## config.mk

```make
export PLATFORM = sky130hd
export DESIGN_NAME = unidad_control_multiciclo
export DESIGN_NICKNAME = d
export VERILOG_FILES = /design/src/rtl/unidad_control_multiciclo.sv
export SDC_FILE = /design/constraint.sdc
export NUM_CORES = 1
export LEC_CHECK = 0
export CAP_MARGIN = 20
export CELL_PAD_IN_SITES_DETAIL_PLACEMENT = 1
export CELL_PAD_IN_SITES_GLOBAL_PLACEMENT = 1
export CORE_MARGIN = 1.5
export CORE_UTILIZATION = 32
export DETAILED_ROUTE_END_ITERATION = 7
export MAX_ROUTING_LAYER = met4
export PLACE_DENSITY_LB_ADDON = 0.15
export SYNTH_ARGS = -nofsm -noshare
export SYNTH_HDL_FRONTEND = slang
export SYNTH_SLANG_ARGS = --single-unit
```

## constraint.sdc

```tcl
create_clock -name clk -period 1.9 [get_ports clk]
set_input_delay 0.285 -clock clk [delete_from_list [all_inputs] [get_ports clk]]
set_output_delay 0.285 -clock clk [all_outputs]
set_load 0.005 [all_outputs]
```

## src/rtl/unidad_control_multiciclo.sv

```systemverilog
// Main control FSM of the multicycle MIPS datapath, with memory-ready wait and timeout watchdog.
// Optional macro ADDI_EN adds the ADDI_EXEC/ADDI_WB path for opcode 001000.
module unidad_control_multiciclo #(
  parameter int ESPERA_MAX = 15,
  parameter int ANCHO_CONT = 4
) (
  input  logic       clk,
  input  logic       rst_n,
  input  logic [5:0] opcode,
  input  logic       mem_listo,
  output logic       pc_escribir,
  output logic       pc_escribir_cond,
  output logic       iord,
  output logic       mem_leer,
  output logic       mem_escribir,
  output logic       ir_escribir,
  output logic       mem_a_reg,
  output logic       reg_dst,
  output logic       reg_escribir,
  output logic       alu_src_a,
  output logic [1:0] alu_src_b,
  output logic [1:0] pc_fuente,
  output logic [1:0] operacion_alu,
  output logic       instr_invalida,
  output logic       error,
  output logic [3:0] estado
);

  typedef enum logic [3:0] {
    FETCH     = 4'd0,
    DECODE    = 4'd1,
    MEM_ADDR  = 4'd2,
    MEM_READ  = 4'd3,
    MEM_WB    = 4'd4,
    MEM_WRITE = 4'd5,
    R_EXEC    = 4'd6,
    R_WB      = 4'd7,
    BRANCH    = 4'd8,
    JUMP      = 4'd9,
    ADDI_EXEC = 4'd10,
    ADDI_WB   = 4'd11,
    ERROR     = 4'd15
  } estado_t;

  localparam logic [ANCHO_CONT-1:0] LIMITE = ANCHO_CONT'(ESPERA_MAX);

  estado_t               state, state_next;
  logic [ANCHO_CONT-1:0] cont, cont_next;
  logic                  es_sw, es_sw_next;
  logic                  invalida_next;
  logic                  en_espera;
  logic                  agotado;

  always_ff @(posedge clk or negedge rst_n) begin
    if (!rst_n) begin
      state          <= FETCH;
      cont           <= '0;
      es_sw          <= 1'b0;
      instr_invalida <= 1'b0;
    end else begin
      state          <= state_next;
      cont           <= cont_next;
      es_sw          <= es_sw_next;
      instr_invalida <= invalida_next;
    end
  end

  assign en_espera = (state == FETCH) || (state == MEM_READ) || (state == MEM_WRITE);
  assign agotado   = (ESPERA_MAX > 0) && en_espera && !mem_listo && (cont == LIMITE);

  // Counter runs only while a memory access is stalled; any other cycle clears it,
  // so every entry into a waiting state starts from zero.
  always_comb begin
    cont_next = '0;
    if (en_espera && !mem_listo) begin
      if (cont != LIMITE) cont_next = cont + ANCHO_CONT'(1);
      else                cont_next = cont;
    end
  end

  always_comb begin
    state_next    = state;
    es_sw_next    = es_sw;
    invalida_next = 1'b0;
    case (state)
      FETCH:     if (mem_listo) state_next = DECODE;
      DECODE: begin
        case (opcode)
          6'b100011: begin state_next = MEM_ADDR; es_sw_next = 1'b0; end
          6'b101011: begin state_next = MEM_ADDR; es_sw_next = 1'b1; end
          6'b000000: state_next = R_EXEC;
          6'b000100: state_next = BRANCH;
          6'b000010: state_next = JUMP;
`ifdef ADDI_EN
          6'b001000: state_next = ADDI_EXEC;
`endif
          default: begin
            state_next    = FETCH;
            invalida_next = 1'b1;
          end
        endcase
      end
      MEM_ADDR:  state_next = es_sw ? MEM_WRITE : MEM_READ;
      MEM_READ:  if (mem_listo) state_next = MEM_WB;
      MEM_WB:    state_next = FETCH;
      MEM_WRITE: if (mem_listo) state_next = FETCH;
      R_EXEC:    state_next = R_WB;
      R_WB:      state_next = FETCH;
      BRANCH:    state_next = FETCH;
      JUMP:      state_next = FETCH;
`ifdef ADDI_EN
      ADDI_EXEC: state_next = ADDI_WB;
      ADDI_WB:   state_next = FETCH;
`endif
      ERROR:     state_next = ERROR;
      default:   state_next = FETCH;
    endcase
    // A ready in the same cycle as the limit wins, since agotado requires !mem_listo.
    if (agotado) state_next = ERROR;
  end

  always_comb begin
    pc_escribir      = 1'b0;
    pc_escribir_cond = 1'b0;
    iord             = 1'b0;
    mem_leer         = 1'b0;
    mem_escribir     = 1'b0;
    ir_escribir      = 1'b0;
    mem_a_reg        = 1'b0;
    reg_dst          = 1'b0;
    reg_escribir     = 1'b0;
    alu_src_a        = 1'b0;
    alu_src_b        = 2'b00;
    pc_fuente        = 2'b00;
    operacion_alu    = 2'b00;
    error            = 1'b0;
    case (state)
      FETCH: begin
        mem_leer    = 1'b1;
        alu_src_b   = 2'b01;
        ir_escribir = mem_listo;
        pc_escribir = mem_listo;
      end
      DECODE:    alu_src_b = 2'b11;
      MEM_ADDR: begin
        alu_src_a = 1'b1;
        alu_src_b = 2'b10;
      end
      MEM_READ: begin
        mem_leer = 1'b1;
        iord     = 1'b1;
      end
      MEM_WB: begin
        mem_a_reg    = 1'b1;
        reg_escribir = 1'b1;
      end
      MEM_WRITE: begin
        mem_escribir = 1'b1;
        iord         = 1'b1;
      end
      R_EXEC: begin
        alu_src_a     = 1'b1;
        operacion_alu = 2'b10;
      end
      R_WB: begin
        reg_dst      = 1'b1;
        reg_escribir = 1'b1;
      end
      BRANCH: begin
        alu_src_a        = 1'b1;
        operacion_alu    = 2'b01;
        pc_escribir_cond = 1'b1;
        pc_fuente        = 2'b01;
      end
      JUMP: begin
        pc_escribir = 1'b1;
        pc_fuente   = 2'b10;
      end
`ifdef ADDI_EN
      ADDI_EXEC: begin
        alu_src_a = 1'b1;
        alu_src_b = 2'b10;
      end
      ADDI_WB:   reg_escribir = 1'b1;
`endif
      ERROR:     error = 1'b1;
      default: ;
    endcase
  end

  assign estado = state;

endmodule

```

Word-level counts from Yosys, hierarchy flattened
Cells that the tools add are included.

word-level totals
  bits in registers = 10
  latch bits = 0
  bits in writable memories = 0
  ROM bits = 0
  input port bits = 9
  output and inout port bits = 22
  logic and storage cells = 67
  memories kept = 0

operators by class
  add/sub/neg operators = 1
  $mul = 0
  divide/modulo/power cells = 0
  magnitude comparators = 0
  eq/ne operators = 20
  shift-type cells = 0
  mux-type cells = 26
  bitwise operators = 0
  reduce and logical (&&, ||, !) cells = 16

operator list
  cell                                                                    count
  4-bit one-hot mux with 7 select lines                                   1
  4-bit 2-to-1 mux                                                        6
  4-bit by 3-bit equality test with 1-bit output (second input constant)  4
  4-bit equality test (second input constant)                             4
  4-bit one-hot mux with 4 select lines                                   1
  6-bit equality test (second input constant)                             2
  1-bit 2-to-1 mux                                                        12
  3-bit != test (second input constant)                                   3
  4-bit by 2-bit equality test with 1-bit output (second input constant)  2
  2-bit one-hot mux with 2 select lines                                   2
  2-bit OR reduction                                                      4
  6-bit by 2-bit equality test with 1-bit output (second input constant)  1
  6-bit by 3-bit equality test with 1-bit output (second input constant)  1
  6-bit logical NOT                                                       1
  2-bit one-hot mux with 3 select lines                                   1
  5-bit OR reduction                                                      1
  4-bit by 1-bit adder with 4-bit output (second input constant)          1
  4-bit by 1-bit equality test with 1-bit output (second input constant)  1
  4-bit logical NOT                                                       1
  4-bit != test (second input constant)                                   1
  1-bit one-hot mux with 2 select lines                                   2
  3-bit 2-to-1 mux                                                        1
  3-bit AND reduction                                                     1
  3-bit OR reduction                                                      1
  other kinds (6)                                                         8

Logic depth before layout (Yosys ltp)
Gate-level depths: netlist (run 1).

  depth in word-level cells = 7
  mapped depth = 6
  mapped depth without buffers = 5

Worst setup path before layout (run 1)
Ideal clock, no wire load.

  kind = register to output
  start = register state[3] (netlist: estado[3])
  end = output port pc_escribir
  data arrival time = 1.302 ns
  data required time = 1.615 ns
  slack = 0.313 ns
  cell stages (with the launch flop) = 6
  buffers on the path = 2
  cells stage by stage = dfrtp_1 -> buf_4 -> or2_1 -> buf_2 -> nor4b_4 -> or2_1

between the ends
  longest elaborated chain between the ends = 2

RTL lines
  element                                                          RTL line  source
  from (decl)                                                      47        estado_t state, state_next;
  from (signal assigned)                                           61        state <= state_next;
  4-bit equality test / 4-bit logical NOT (equally long branches)  137       case (state)
  1-bit one-hot mux with 2 select lines (*)                        137
  to (decl)                                                        11        output logic pc_escribir,

Every way passes the cells marked *; elsewhere a longest branch is shown, timed or not.

Worst setup path in the final report (run 1)
  start = register state[3] (netlist: estado[3])
  end = output port alu_src_a

between the ends
  longest elaborated chain between the ends = 3

RTL lines
  element                                                                 RTL line  source
  4-bit by 3-bit equality test with 1-bit output (tied with other cells)  137
  3-bit OR reduction (no source line) (*)                                 n/a
  1-bit 2-to-1 mux (*)                                                    137
  to (decl)                                                               20        output logic alu_src_a,

Marks and branches as above.

==> results.md, run 1 <==
Synthesis:
- Summing the sequential cell areas from Yosys gives 27.7% of the chip area.
- The synthesized netlist devotes 18.1% of its cell area to compound gates.
- The number of nets in the synthesized netlist is 119.
- The synthesized netlist devotes 1.39% of its cell area to adder and majority cells.
- The number of different library cells used by synthesis comes to 38.
- A synthesized cell averages 8.29 µm².
- For this run, the number of Yosys warnings is 0.
- Among all flip-flop cells after synthesis, the most frequent one is sky130_fd_sc_hd__dfrtp_1.
- The xor/xnor share of the synthesized area is 4.85%.
- The synthesized design contains 10 register bits.
- After technology mapping, the gate count stands at 109.
- For this run, asynchronously set or reset flops after synthesis account for 100%.
- The mapped netlist covers 903 µm².
- After synthesis, the largest family of logic cells by area is simple AND/OR/NAND/NOR gates.
- Yosys mapped a number of flops with a built-in enable equal to 0.
- The simple-gate share of the synthesized area is 38.1%.
- The portion of synthesized area spent on multiplexers is 2.49%.

CTS:
- CTS built an H-tree with a depth of 1.
- TritonCTS built the clock tree.
- For the worst-skew pair, the clock arrives at the later sink with an insertion delay of 0.26 ns.
- The clock input transition at the sequential cells of the worst setup and hold paths is 0.06 ns.
- The number of hold buffers added after CTS is 0.
- Counting every sink on the clock net gives 10.
- No sink is reached through more buffers than the 2 on the longest clock path.
- Counting the buffers created by CTS gives 3.
- Clock tree synthesis selected as its root buffer the cell sky130_fd_sc_hd__clkbuf_4.

STA:
- The relative max-transition margin is 67.9%.
- At the pin with the least slew margin, the transition time is 0.479 ns.
- Setup repair after global routing could not meet its margin everywhere.
- The hold violation count in the final report is 0.
- The post-layout minimum cycle time is 1.87 ns.
- The setup-violating endpoint count in the final report is 0.
- The share of the clock period used by the worst path is 98.6%.
- The worst setup skew after layout is 0.00148 ns.
- After layout, the worst setup slack is 0.0267 ns.
- The number of max-slew violations in the final report is 0.
- The maximum clock rate is 534 MHz.

Finish:
- The synthesis-to-finish area growth is 56.4%.
- Cells fill 52.1% of the core in the end.
- The number of inserted diodes is 0.
- The share of final-layout standard cells stronger than drive strength 1 is 28.8%.
- The final instance count without filler cells is 184.
- After the last flow step, the layout net total stands at 165.

Critical path:
- The slowest stage of the critical path is the sky130_fd_sc_hd__dfrtp_1 cell.
- The class of the most critical setup path is reg2out.
- Data arrives at the worst endpoint at 1.59 ns.
- In this design, the stage delay of the slowest critical-path cell is 0.41 ns.
- STA classifies the critical path startpoint as a flip-flop.
- Walking the worst path, the cells encountered are buf_6 -> nand2b_4 -> mux2_2 -> nor2_1 -> dlygate4sd2_1.
- The top fanout value on the critical path is 5.
- STA classifies the critical path endpoint as an output pin.
- For the worst setup path, the data required time is 1.62 ns.

Drt:
- The total number of vias is 967.
- In the routed layout, each cell is associated on average with a via count of 5.26.
- The number of DRC violations after detailed-routing iteration 0 is 12.
- Summed over all layers, the routed wires come to 2.97 mm.
- The number of nets with antenna violations after detailed routing is 0.
- For this run, the detailed router's first-pass iteration total came to 3.
- The per-cell routed wire length is 16.1 µm.
- In the routed design, unresolved DRC markers number 0.

Floorplan:
- The die outline height is 56.1 µm.
- In this run the count of I/O pins placed on the die edge is 31.
- The starting utilization of the core area is 33.3%.
- The horizontal die dimension is 56.1 µm.
- The placement row count is 19.
- The floorplan step defined a die boundary enclosing 3150 µm².
- The area of the core region is 2710 µm².

Status:
- The flow ran to the end, and the final reports show no timing, DRC or antenna violations.

Global route:
- The initial antenna violation count is 0.
- The wire length of the first global-routing pass is 4.77 mm.
- The via count of the first global-routing pass is 1004.
- The total track usage is 19.8%.
- Entering global routing, the biggest net connects 14 pins.
- Global routing finished with a remaining overflow of 0.

Hold path:
- The worst min-delay path class is in2async.

Pwr:
- The standby leakage power is 0.684 nW.
- The power density over cell area is 1270 nW/µm².
- The worst-case IR drop observed on VDD is 731 µV.

Placement:
- Before CTS, the worst setup slack after placement is 0.00103 ns.
- After legalization and detailed placement, the total HPWL measured 2.15 mm.
- In this run, placement finished with an instance count of 172.
- During placement, the flow inserted port buffers numbering 30.
- The global placement routability congestion is 0.791.

Job:
- The tool flagged a number of max-cap violations equal to 0.
metal layers:
metal,up-vias,global-route usage [%],wire length (µm)
li1,486,-,-
met1,451,23.6,1260
met2,22,34.6,1530
met3,8,3.02,92
met4,0,5.10,89
met5,-,-,0
critical path: cells and delay by family, from the launching register on:
kind / cells / cell delay (ns)
muxes: 1 / 0.29
and+or+nand+nor: 2 / 0.23
buffers and inverters: 2 / 0.40
DFF: 1 / 0.41
cell families after synthesis:
kind of cell,Yosys count
AOI/OAI and AO/OA,21
xor gates and xnor gates,5
adders and majority gates,1
buffers and inverters,10
DFF,10
muxes,2
and+or+nand+nor,60
layout make-up:
type	count	area, µm²
fill	332	1300
multi-input combinational	89	638
timing repair buffer	51	460
sequential	10	253
tap	31	38.8
clock buffer	3	22.5
cells in the mapped netlist (2+ instances only):
master / n / area share [%]
sky130_fd_sc_hd__dfrtp_1: 10 / 28
sky130_fd_sc_hd__or3_1: 2 / 1.4
sky130_fd_sc_hd__nand2b_1: 3 / 2.1
sky130_fd_sc_hd__a31oi_1: 2 / 1.4
sky130_fd_sc_hd__nor3_1: 7 / 3.9
sky130_fd_sc_hd__and3_1: 2 / 1.4
sky130_fd_sc_hd__nand3_1: 4 / 2.2
sky130_fd_sc_hd__o32a_1: 2 / 2.2
sky130_fd_sc_hd__xnor2_1: 5 / 4.8
sky130_fd_sc_hd__o2bb2ai_1: 2 / 1.9
sky130_fd_sc_hd__a21oi_1: 6 / 3.3
sky130_fd_sc_hd__nor3b_1: 2 / 1.7
sky130_fd_sc_hd__nor3_2: 2 / 2.2
sky130_fd_sc_hd__nor2_1: 18 / 7.5
sky130_fd_sc_hd__buf_2: 5 / 2.8
sky130_fd_sc_hd__o21ai_0: 2 / 1.1
sky130_fd_sc_hd__buf_4: 4 / 3.3
sky130_fd_sc_hd__nand2_1: 8 / 3.3
sky130_fd_sc_hd__nand4b_1: 2 / 1.9
sky130_fd_sc_hd__or2_1: 3 / 2.1
per-stage QoR:
| stage | hold WS [ns] | setup TNS (ns) | area (µm²) | power (mW) |
|---|---|---|---|---|
| after global placement | 0.549 | 0 | 1270 | 1.47 |
| final | 0.350 | 0 | 1410 | 1.80 |
| after detailed placement | 0.562 | 0 | 1270 | 1.51 |
| after CTS | 0.365 | -0.0160 | 1350 | 1.71 |
| after floorplan | -0.0106 | 0 | 903 | 1.01 |
| after global routing | 0.381 | -0.0823 | 1410 | 1.92 |
report_power, final:
| part | internal [mW] | switching [mW] | total, mW |
|---|---|---|---|
| clock | 0.0731 | 0.0702 | 0.143 |
| combinational | 0.680 | 0.621 | 1.30 |
| sequential | 0.281 | 0.0745 | 0.355 |
| total | 1.03 | 0.766 | 1.80 |
registers in the layout, summed over array words and instances (netlist names):
signal / cells
cont: 4
es_sw: 1
estado: 4
instr_invalida: 1
cells in the final DEF (no fill, tap or decap), types with 2 or more instances in the layout:
cell	Yosys	final
sky130_fd_sc_hd__a21oi_1	6	6
sky130_fd_sc_hd__a31oi_1	2	2
sky130_fd_sc_hd__and3_1	2	2
sky130_fd_sc_hd__buf_4	4	17
sky130_fd_sc_hd__buf_6	1	4
sky130_fd_sc_hd__clkbuf_4	0	3
sky130_fd_sc_hd__clkdlybuf4s50_1	0	14
sky130_fd_sc_hd__dfrtp_1	10	8
sky130_fd_sc_hd__dfrtp_2	0	2
sky130_fd_sc_hd__dlygate4sd2_1	0	12
sky130_fd_sc_hd__dlymetal6s2s_1	0	3
sky130_fd_sc_hd__nand2_1	8	8
sky130_fd_sc_hd__nand2b_4	0	3
sky130_fd_sc_hd__nand3_1	4	4
sky130_fd_sc_hd__nand4b_1	2	2
sky130_fd_sc_hd__nor2_1	18	15
sky130_fd_sc_hd__nor2_2	0	2
sky130_fd_sc_hd__nor3_1	7	6
sky130_fd_sc_hd__nor3_2	2	2
sky130_fd_sc_hd__nor3b_1	2	2
sky130_fd_sc_hd__o21ai_0	2	2
sky130_fd_sc_hd__o2bb2ai_1	2	2
sky130_fd_sc_hd__o32a_1	2	2
sky130_fd_sc_hd__or2_1	3	2
sky130_fd_sc_hd__or3_1	2	2
sky130_fd_sc_hd__xnor2_1	5	5
path summary, 6_finish.rpt:
kind                                 from         to  slack (ns)  cells past startpoint
worst max-delay path            estado[3]  alu_src_a        0.03                      5
worst min-delay path                rst_n      es_sw        0.35                      1
worst max register to register  estado[2]  estado[1]        0.05                      7
worst min register to register      es_sw      es_sw        0.57                      1
max in group asynchronous           rst_n  estado[1]        1.20                      1
min in group clk                    es_sw      es_sw        0.57                      1
what timing repair did:
action / 4_1_cts / 5_1_grt
gates resized for setup: 28 / 9
pin swaps: 4 / 3
buffers inserted: 3 / 6
setup endpoints to repair: 17 / 5
(Power assumes the default switching activity.)
==> inputs of run 2 (changes only) <==
--- a/config.mk
+++ b/config.mk
@@ -16,3 +16,4 @@
 export SYNTH_ARGS = -nofsm -noshare
 export SYNTH_HDL_FRONTEND = slang
 export SYNTH_SLANG_ARGS = --single-unit
+export TNS_END_PERCENT = 5
==> constraint.sdc (replaced) <==
create_clock -name clk -period 1.91 [get_ports clk]
set_input_delay 0.2865 -clock clk [delete_from_list [all_inputs] [get_ports clk]]
set_output_delay 0.2865 -clock clk [all_outputs]
set_load 0.005 [all_outputs]
==> run 2 against run 1 <==
Largest cell class unchanged. The run now ends with setup timing left. Final cell count fell by 0.54%. Combinational power barely moved. Power rose by 3.0%. First-iteration DRC count rose to 2.8 times the previous value.
==> results.md, run 2 (same netlist as run 1, synthesis figures left out) <==
Finish:
- The most frequent standard cell in the layout excluding fill and tap cells is sky130_fd_sc_hd__buf_4 (unchanged).
- Commonest non-fill, non-tap cells in the layout: 15 x sky130_fd_sc_hd__buf_4, 14 x sky130_fd_sc_hd__nor2_1, 14 x sky130_fd_sc_hd__clkdlybuf4s50_1 (was 17 x sky130_fd_sc_hd__buf_4, 15 x sky130_fd_sc_hd__nor2_1, 14 x sky130_fd_sc_hd__clkdlybuf4s50_1).
- The number of inserted diodes is 0 (unchanged).
- The final core area utilization came to 52.6% (was 52.1%).
- The synthesis-to-finish area growth is 57.8% (was 56.4%).
- The share of final-layout standard cells stronger than drive strength 1 was 33.6% (was 28.8%).
- The final-layout fill cell count is 339 (was 332).
- The final instance area came to 1430 µm² (was 1410 µm²).
- The final instance count without filler cells is 183 (was 184).
- The final-stage net count is 163 (was 165).

Floorplan:
- The starting utilization of the core area came to 33.3% (unchanged).
- The placement row count came to 19 (unchanged).
- The area of the core region is 2710 µm² (unchanged).
- The number of top-level pins is 31 (unchanged).
- The floorplan die area is 3150 µm² (unchanged).
- The die outline height was 56.1 µm (unchanged).
- The horizontal die dimension is 56.1 µm (unchanged).

Pwr:
- The power density over cell area is 1300 nW/µm² (was 1270 nW/µm²).
- The net switching component of the power was 0.751 mW (was 0.766 mW).
- The share of power burned in registers was 19.3% (was 19.7%).
- The standby leakage power is 0.700 nW (was 0.684 nW).
- The total power after layout is 1.85 mW (was 1.80 mW).
- The internal power component is 1.10 mW (was 1.03 mW).
- The combinational cell fraction of total power came to 69.7% (was 72.3%).
- The part of the total power dissipated in the clock network came to 10.9% (was 8.0%).
- The switching portion of total power is 40.5% (was 42.6%).
- The worst vdd rail ir drop is 729 µV (was 731 µV).

Placement:
- The number of cells after detailed placement is 175 (was 172).
- The post-placement setup slack came to -0.00717 ns (was 0.00103 ns).
- The global placement routability congestion is 0.798 (was 0.791).
- The detailed placement HPWL is 2.05 mm (was 2.15 mm).
- The cell area after placement is 1300 µm² (was 1270 µm²).
- The count of input and output buffers is 30 (unchanged).

STA:
- The slack of the critical path is -0.0771 ns (was 0.0267 ns).
- The maximum clock rate is 503 MHz.
- The relative max-transition margin is 66.7% (was 67.9%).
- The hold slack is 0.337 ns (was 0.350 ns).
- The setup-violating endpoint count in the final report was 1 (was 0).
- The hold violation count in the final report was 0 (unchanged).
- Unrepaired setup endpoints after global routing: yes (unchanged).
- Counting I/O delays and the setup requirement, the final critical path takes 1.99 ns.
- The measured slew at the worst slew-check pin is 0.498 ns (was 0.479 ns).
- The worst setup skew after layout was 0.00585 ns (was 0.00148 ns).
- The number of max-slew violations in the final report was 0 (unchanged).
- The final total negative setup slack was -0.0771 ns (was 0 ns).
- The share of the clock period used by the worst path is 104%.

CTS:
- The TritonCTS clock tree is done (unchanged).
- The number of hold buffers added after CTS is 0 (unchanged).
- The total number of clock tree sinks was 10 (unchanged).
- The clock insertion delay at the later pin of the skew report was 0.28 ns (was 0.26 ns).
- The clock tree root driver cell is sky130_fd_sc_hd__clkbuf_4 (unchanged).
- The maximum buffer depth of the clock tree was 2 (unchanged).
- The number of buffers added by the clock tree synthesis step is 3 (unchanged).
- The clock input transition at the sequential cells of the worst setup and hold paths was 0.08 ns (was 0.06 ns).
- The H-tree depth is 1 (unchanged).

Drt:
- The number of DRC violations after detailed-routing iteration 0 is 33 (was 12).
- The total number of vias is 958 (was 967).
- The via density per instance is 5.23 (was 5.26).
- The routed wire length is 2.73 mm (was 2.97 mm).
- The number of nets with antenna violations after detailed routing is 0 (unchanged).
- The remaining routing DRC violations is 0 (unchanged).
- The number of detailed-routing iterations run before antenna repair came to 4 (was 3).
- The per-cell routed wire length is 14.9 µm (was 16.1 µm).

Critical path:
- The class of the most critical setup path is reg2out (unchanged).
- Cell Chain, Critical Path: buf_4 -> nor3_2 -> or2_1 -> clkdlybuf4s50_1 (was buf_6 -> nand2b_4 -> mux2_2 -> nor2_1 -> dlygate4sd2_1).
- The largest incremental delay on the critical path is 0.49 ns (was 0.41 ns).
- The highest-delay cell along the critical path is sky130_fd_sc_hd__clkdlybuf4s50_1 (was sky130_fd_sc_hd__dfrtp_1).
- The top fanout value on the critical path is 9 (was 5).
- The required time at the endpoint of the critical path is 1.62 ns (about the same).
- The kind of capture point of the worst setup path is an output pin (unchanged).
- The launching element type of the critical path is a flip-flop (unchanged).
- The arrival time of data at the critical path endpoint is 1.70 ns (was 1.59 ns).

Status:
- Run status: finished with violations (was finished clean).
- The checks that failed: setup timing.

Global route:
- The total congestion overflow after global routing came to 0 (unchanged).
- The pin count of the biggest net entering global routing was 16 (was 14).
- The initial antenna violation count came to 0 (unchanged).
- The via count of the first global-routing pass is 994 (was 1004).
- The wire length of the first global-routing pass came to 4.53 mm (was 4.77 mm).
- The total track usage is 18.7% (was 19.8%).

Job:
- The number of max-capacitance violations reported came to 0 (unchanged).

Hold path:
- The worst min-delay path class is in2async (unchanged).
## run 2: changes by cell type in the layout (fill, tap and decap cells not counted), sizes merged
cell          previous run  this run
buf                     21        22
clkbuf                   4         5
dlygate4sd2             12         8
dlymetal6s2s             3         4
## run 2: routing by layer
| metal | wire length, µm | track usage, % | share of wire, % |
|---|---|---|---|
| met2 | 1410 | 32.1 | 52 |
| met3 | 63 | 2.79 | 2.3 |
| met4 | 25 | 5.10 | 0.91 |
| met1 | 1230 | 22.7 | 45 |
| met5 | 0 | - | 0 |
## run 2: final cells by class
type	count	area (µm²)	share of cell area, %
flip-flops and latches	10	253	17.7
well taps	31	38.8	2.72
clock buffers	4	36.3	2.55
repair buffers	49	447	31.3
multi-input cells	89	651	45.7
## run 2: final timing paths
kind / startpoint / end / slack [ns] / cells after the start
min in group clk: es_sw / es_sw / 0.56 / 1
worst max-delay path: estado[1] / reg_escribir / -0.08 / 4
worst max register to register: estado[1] / es_sw / 0.29 / 5
worst min-delay path: rst_n / es_sw / 0.34 / 1
worst min register to register: es_sw / es_sw / 0.56 / 1
max in group asynchronous: rst_n / estado[0] / 1.20 / 1
## run 2: critical path: cells and delay by family, from the launching register on
kind          cells  cell delay [ns]
simple gates      2             0.29
buf+inv           2             0.65
flops             1             0.48
## run 2: power by group through the flow
| stage | Combinational, mW | Sequential [mW] | Clock (mW) |
|---|---|---|---|
| 6_report | 1.29 | 0.359 | 0.203 |
| 5_1_grt | 1.42 | 0.371 | 0.217 |
| 4_1_cts | 1.20 | 0.375 | 0.205 |
| 3_5_place_dp | 1.20 | 0.363 | 0 |
| 3_3_place_gp | 1.18 | 0.360 | 0 |
| 2_1_floorplan | 0.682 | 0.327 | 0 |
## run 2: repair_timing
| action | 4_1_cts | 5_1_grt |
|---|---|---|
| setup endpoints to repair | 17 | 8 |
| resized for setup | 28 | 21 |
| pin swaps | 4 | 2 |
| setup buffers | 1 | 3 |
==> inputs of run 3 (changes only) <==
==> constraint.sdc (replaced) <==
create_clock -name clk -period 1.91 [get_ports clk]
set_input_delay 0.4775 -clock clk [delete_from_list [all_inputs] [get_ports clk]]
set_output_delay 0.4775 -clock clk [all_outputs]
set_load 0.005 [all_outputs]
==> run 3 against run 2 <==
The run still ends with setup timing left. Routed wire length up 12%. Fmax decreased by 1.2%. Critical path depth increased by 2. Flip-flop and latch count unchanged.
==> results.md, run 3 (same netlist as run 1, synthesis figures left out) <==
CTS:
- The maximum buffer depth of the clock tree came to 2 (unchanged).
- The number of hold buffers added after CTS is 0 (unchanged).
- The clock insertion delay at the later pin of the skew report is 0.27 ns (was 0.28 ns).
- The clock tree root driver cell is sky130_fd_sc_hd__clkbuf_4 (unchanged).
- The TritonCTS clock tree is done (unchanged).
- The H-tree depth came to 1 (unchanged).
- The total number of clock tree sinks came to 10 (unchanged).
- The clock input transition at the sequential cells of the worst setup and hold paths is 0.07 ns (was 0.08 ns).
- The number of buffers added by the clock tree synthesis step is 3 (unchanged).

Status:
- Run status: finished with violations (unchanged).
- Violations in the final reports: setup timing (unchanged).

STA:
- The hold violation count in the final report came to 0 (unchanged).
- The final total negative setup slack is -0.283 ns (was -0.0771 ns).
- The measured slew at the worst slew-check pin is 0.538 ns (was 0.498 ns).
- The post-layout minimum cycle time came to 2.01 ns (was 1.99 ns).
- The relative max-transition margin is 63.8% (was 66.7%).
- The slack of the critical path is -0.101 ns (was -0.0771 ns).
- The worst setup skew after layout is 0.00436 ns (was 0.00585 ns).
- The number of max-slew violations in the final report is 0 (unchanged).
- The setup-violating endpoint count in the final report is 6 (was 1).
- The hold slack is 0.524 ns (was 0.337 ns).
- The maximum clock rate is 497 MHz (was 503 MHz).
- The share of the clock period used by the worst path is 105% (was 104%).
- Unrepaired setup endpoints after global routing: yes (unchanged).

Critical path:
- The worst reg-to-reg path cell count is 7 (was 5).
- Cell Chain, Critical Path: buf_6 -> buf_4 -> nand2b_4 -> nor3_4 -> or2_1 -> clkdlybuf4s15_1 (was buf_4 -> nor3_2 -> or2_1 -> clkdlybuf4s50_1).
- The buffer and inverter count on the worst path came to 3 (was 2).
- The kind of capture point of the worst setup path was an output pin (unchanged).
- The required time at the endpoint of the critical path was 1.43 ns (was 1.62 ns).
- The cell family contributing the most delay on the critical path is buffers and inverters (unchanged).
- The beginning of the critical path is estado[3] (was estado[1]).
- The arrival time of data at the critical path endpoint came to 1.53 ns (was 1.70 ns).
- The highest-delay cell along the critical path is sky130_fd_sc_hd__dfrtp_1 (was sky130_fd_sc_hd__clkdlybuf4s50_1).
- The class of the most critical setup path is reg2out (unchanged).
- The number of cells on the critical path was 6 (was 4).
- The top fanout value on the critical path is 4 (was 9).
- The launching element type of the critical path is a flip-flop (unchanged).
- The startpoint of the worst-slack reg-to-reg timing path is estado[2] (was estado[1]).
- The largest incremental delay on the critical path was 0.39 ns (was 0.49 ns).

Finish:
- The synthesis-to-finish area growth is 65.9% (was 57.8%).
- Commonest non-fill, non-tap cells in the layout: 31 x sky130_fd_sc_hd__buf_4, 16 x sky130_fd_sc_hd__nor2_1, 10 x sky130_fd_sc_hd__clkdlybuf4s50_1 (was 15 x sky130_fd_sc_hd__buf_4, 14 x sky130_fd_sc_hd__nor2_1, 14 x sky130_fd_sc_hd__clkdlybuf4s50_1).
- The share of final-layout standard cells stronger than drive strength 1 is 40.7% (was 33.6%).
- The number of inserted diodes is 0 (unchanged).
- The most frequent standard cell in the layout excluding fill and tap cells is sky130_fd_sc_hd__buf_4 (unchanged).
- The final-layout fill cell count was 329 (was 339).
- The final-stage net count is 178 (was 163).

Drt:
- The number of nets with antenna violations after detailed routing is 0 (unchanged).
- The routed wire length came to 3.07 mm (was 2.73 mm).
- The total number of vias is 1042 (was 958).
- The per-cell routed wire length is 15.5 µm (was 14.9 µm).
- The remaining routing DRC violations was 0 (unchanged).
- The number of detailed-routing iterations run before antenna repair came to 4 (unchanged).
- The number of DRC violations after detailed-routing iteration 0 is 12 (was 33).
- The via density per instance is 5.26 (was 5.23).

Placement:
- The global placement routability congestion is 0.855 (was 0.798).
- The detailed placement HPWL came to 2.15 mm (was 2.05 mm).
- The count of input and output buffers came to 30 (unchanged).

Pwr:
- The worst vdd rail ir drop is 659 µV (was 729 µV).
- The total power after layout came to 1.94 mW (was 1.85 mW).
- The power density over cell area is 1290 nW/µm² (was 1300 nW/µm²).
- The standby leakage power is 0.727 nW (was 0.700 nW).

Floorplan:
- The placement row count is 19 (unchanged).
- The starting utilization of the core area is 33.3% (unchanged).
- The number of top-level pins is 31 (unchanged).
- The floorplan die area was 3150 µm² (unchanged).
- The area of the core region is 2710 µm² (unchanged).
- The horizontal die dimension is 56.1 µm (unchanged).
- The die outline height is 56.1 µm (unchanged).

Global route:
- The total congestion overflow after global routing came to 0 (unchanged).
- The initial antenna violation count was 0 (unchanged).
- The pin count of the biggest net entering global routing came to 12 (was 16).
- The wire length of the first global-routing pass is 5.18 mm (was 4.53 mm).
- The total track usage is 21.3% (was 18.7%).
- The via count of the first global-routing pass is 1101 (was 994).

Job:
- The number of max-capacitance violations reported is 0 (unchanged).

Hold path:
- The worst min-delay path class was in2async (unchanged).
==> run 3: cell types whose count changed in the layout (fill, tap and decap cells not counted), moves of 2 or more <==
cell | before | now
sky130_fd_sc_hd__buf_2 | 3 | 5
sky130_fd_sc_hd__buf_4 | 15 | 31
sky130_fd_sc_hd__clkbuf_2 | 1 | 3
sky130_fd_sc_hd__clkdlybuf4s15_1 | 0 | 3
sky130_fd_sc_hd__clkdlybuf4s50_1 | 14 | 10
sky130_fd_sc_hd__dlygate4sd2_1 | 8 | 5
sky130_fd_sc_hd__dlymetal6s2s_1 | 4 | 2
sky130_fd_sc_hd__nor2_1 | 14 | 16
==> run 3: through the flow <==
step / cell area, µm² / utilization (%) / cells / setup WS [ns]
global placement: 1360 / 50.3 / 185 / -0.376
floorplan: 903 / - / 109 / 0.131
finish: 1500 / 55.3 / 198 / -0.101
global route: 1500 / 55.3 / 198 / -0.179
detailed placement: 1360 / 50.3 / 185 / -0.378
CTS: 1450 / 53.6 / 192 / -0.227
==> run 3: power breakdown <==
group | switching [mW] | total [mW] | internal [mW]
sequential | 0.0845 | 0.363 | 0.279
combinational | 0.621 | 1.38 | 0.757
clock | 0.0825 | 0.198 | 0.116
total | 0.788 | 1.94 | 1.15
==> run 3: area by class of cell <==
| cell class | count | area (µm²) | area share, % |
|---|---|---|---|
| repair buffers | 64 | 532 | 35.5 |
| multi-input cells | 89 | 639 | 42.7 |
| well taps | 31 | 38.8 | 2.59 |
| clock buffers | 4 | 36.3 | 2.42 |
| flip-flops and latches | 10 | 253 | 16.9 |
==> run 3: final timing paths <==
path / slack (ns) / endpoint
min reg2reg: 0.56 / cont[1]
max reg2reg: 0.14 / estado[1]
max: -0.10 / reg_escribir
min: 0.52 / cont[2]
max in group asynchronous: 1.03 / estado[1]
min in group clk: 0.56 / cont[1]
==> run 3: repair_timing <==
item | in CTS | in global routing
setup buffers | 3 | 6
endpoints found under the hold margin | 0 | 0
resized for setup | 47 | 17
pin swaps | 5 | 2
setup endpoints to repair | 20 | 16
==> run 3: layer usage <==
metal  GRT usage [%]  part of all wire (%)  vias up
met5               -                     0        -
met4            6.46                  0.46        0
met3            3.49                   3.1        2
met2            37.8                    55       24
met1            24.6                    42      509
li1                -                     -      507
==> run 3: worst register-to-register path, delay by kind of cell (launching register included) <==
kind	cells	cell delay [ns]
buf+inv	3	0.45
compound gates	2	0.32
simple gates	1	0.31
flops	1	0.40
xor+xnor	1	0.18
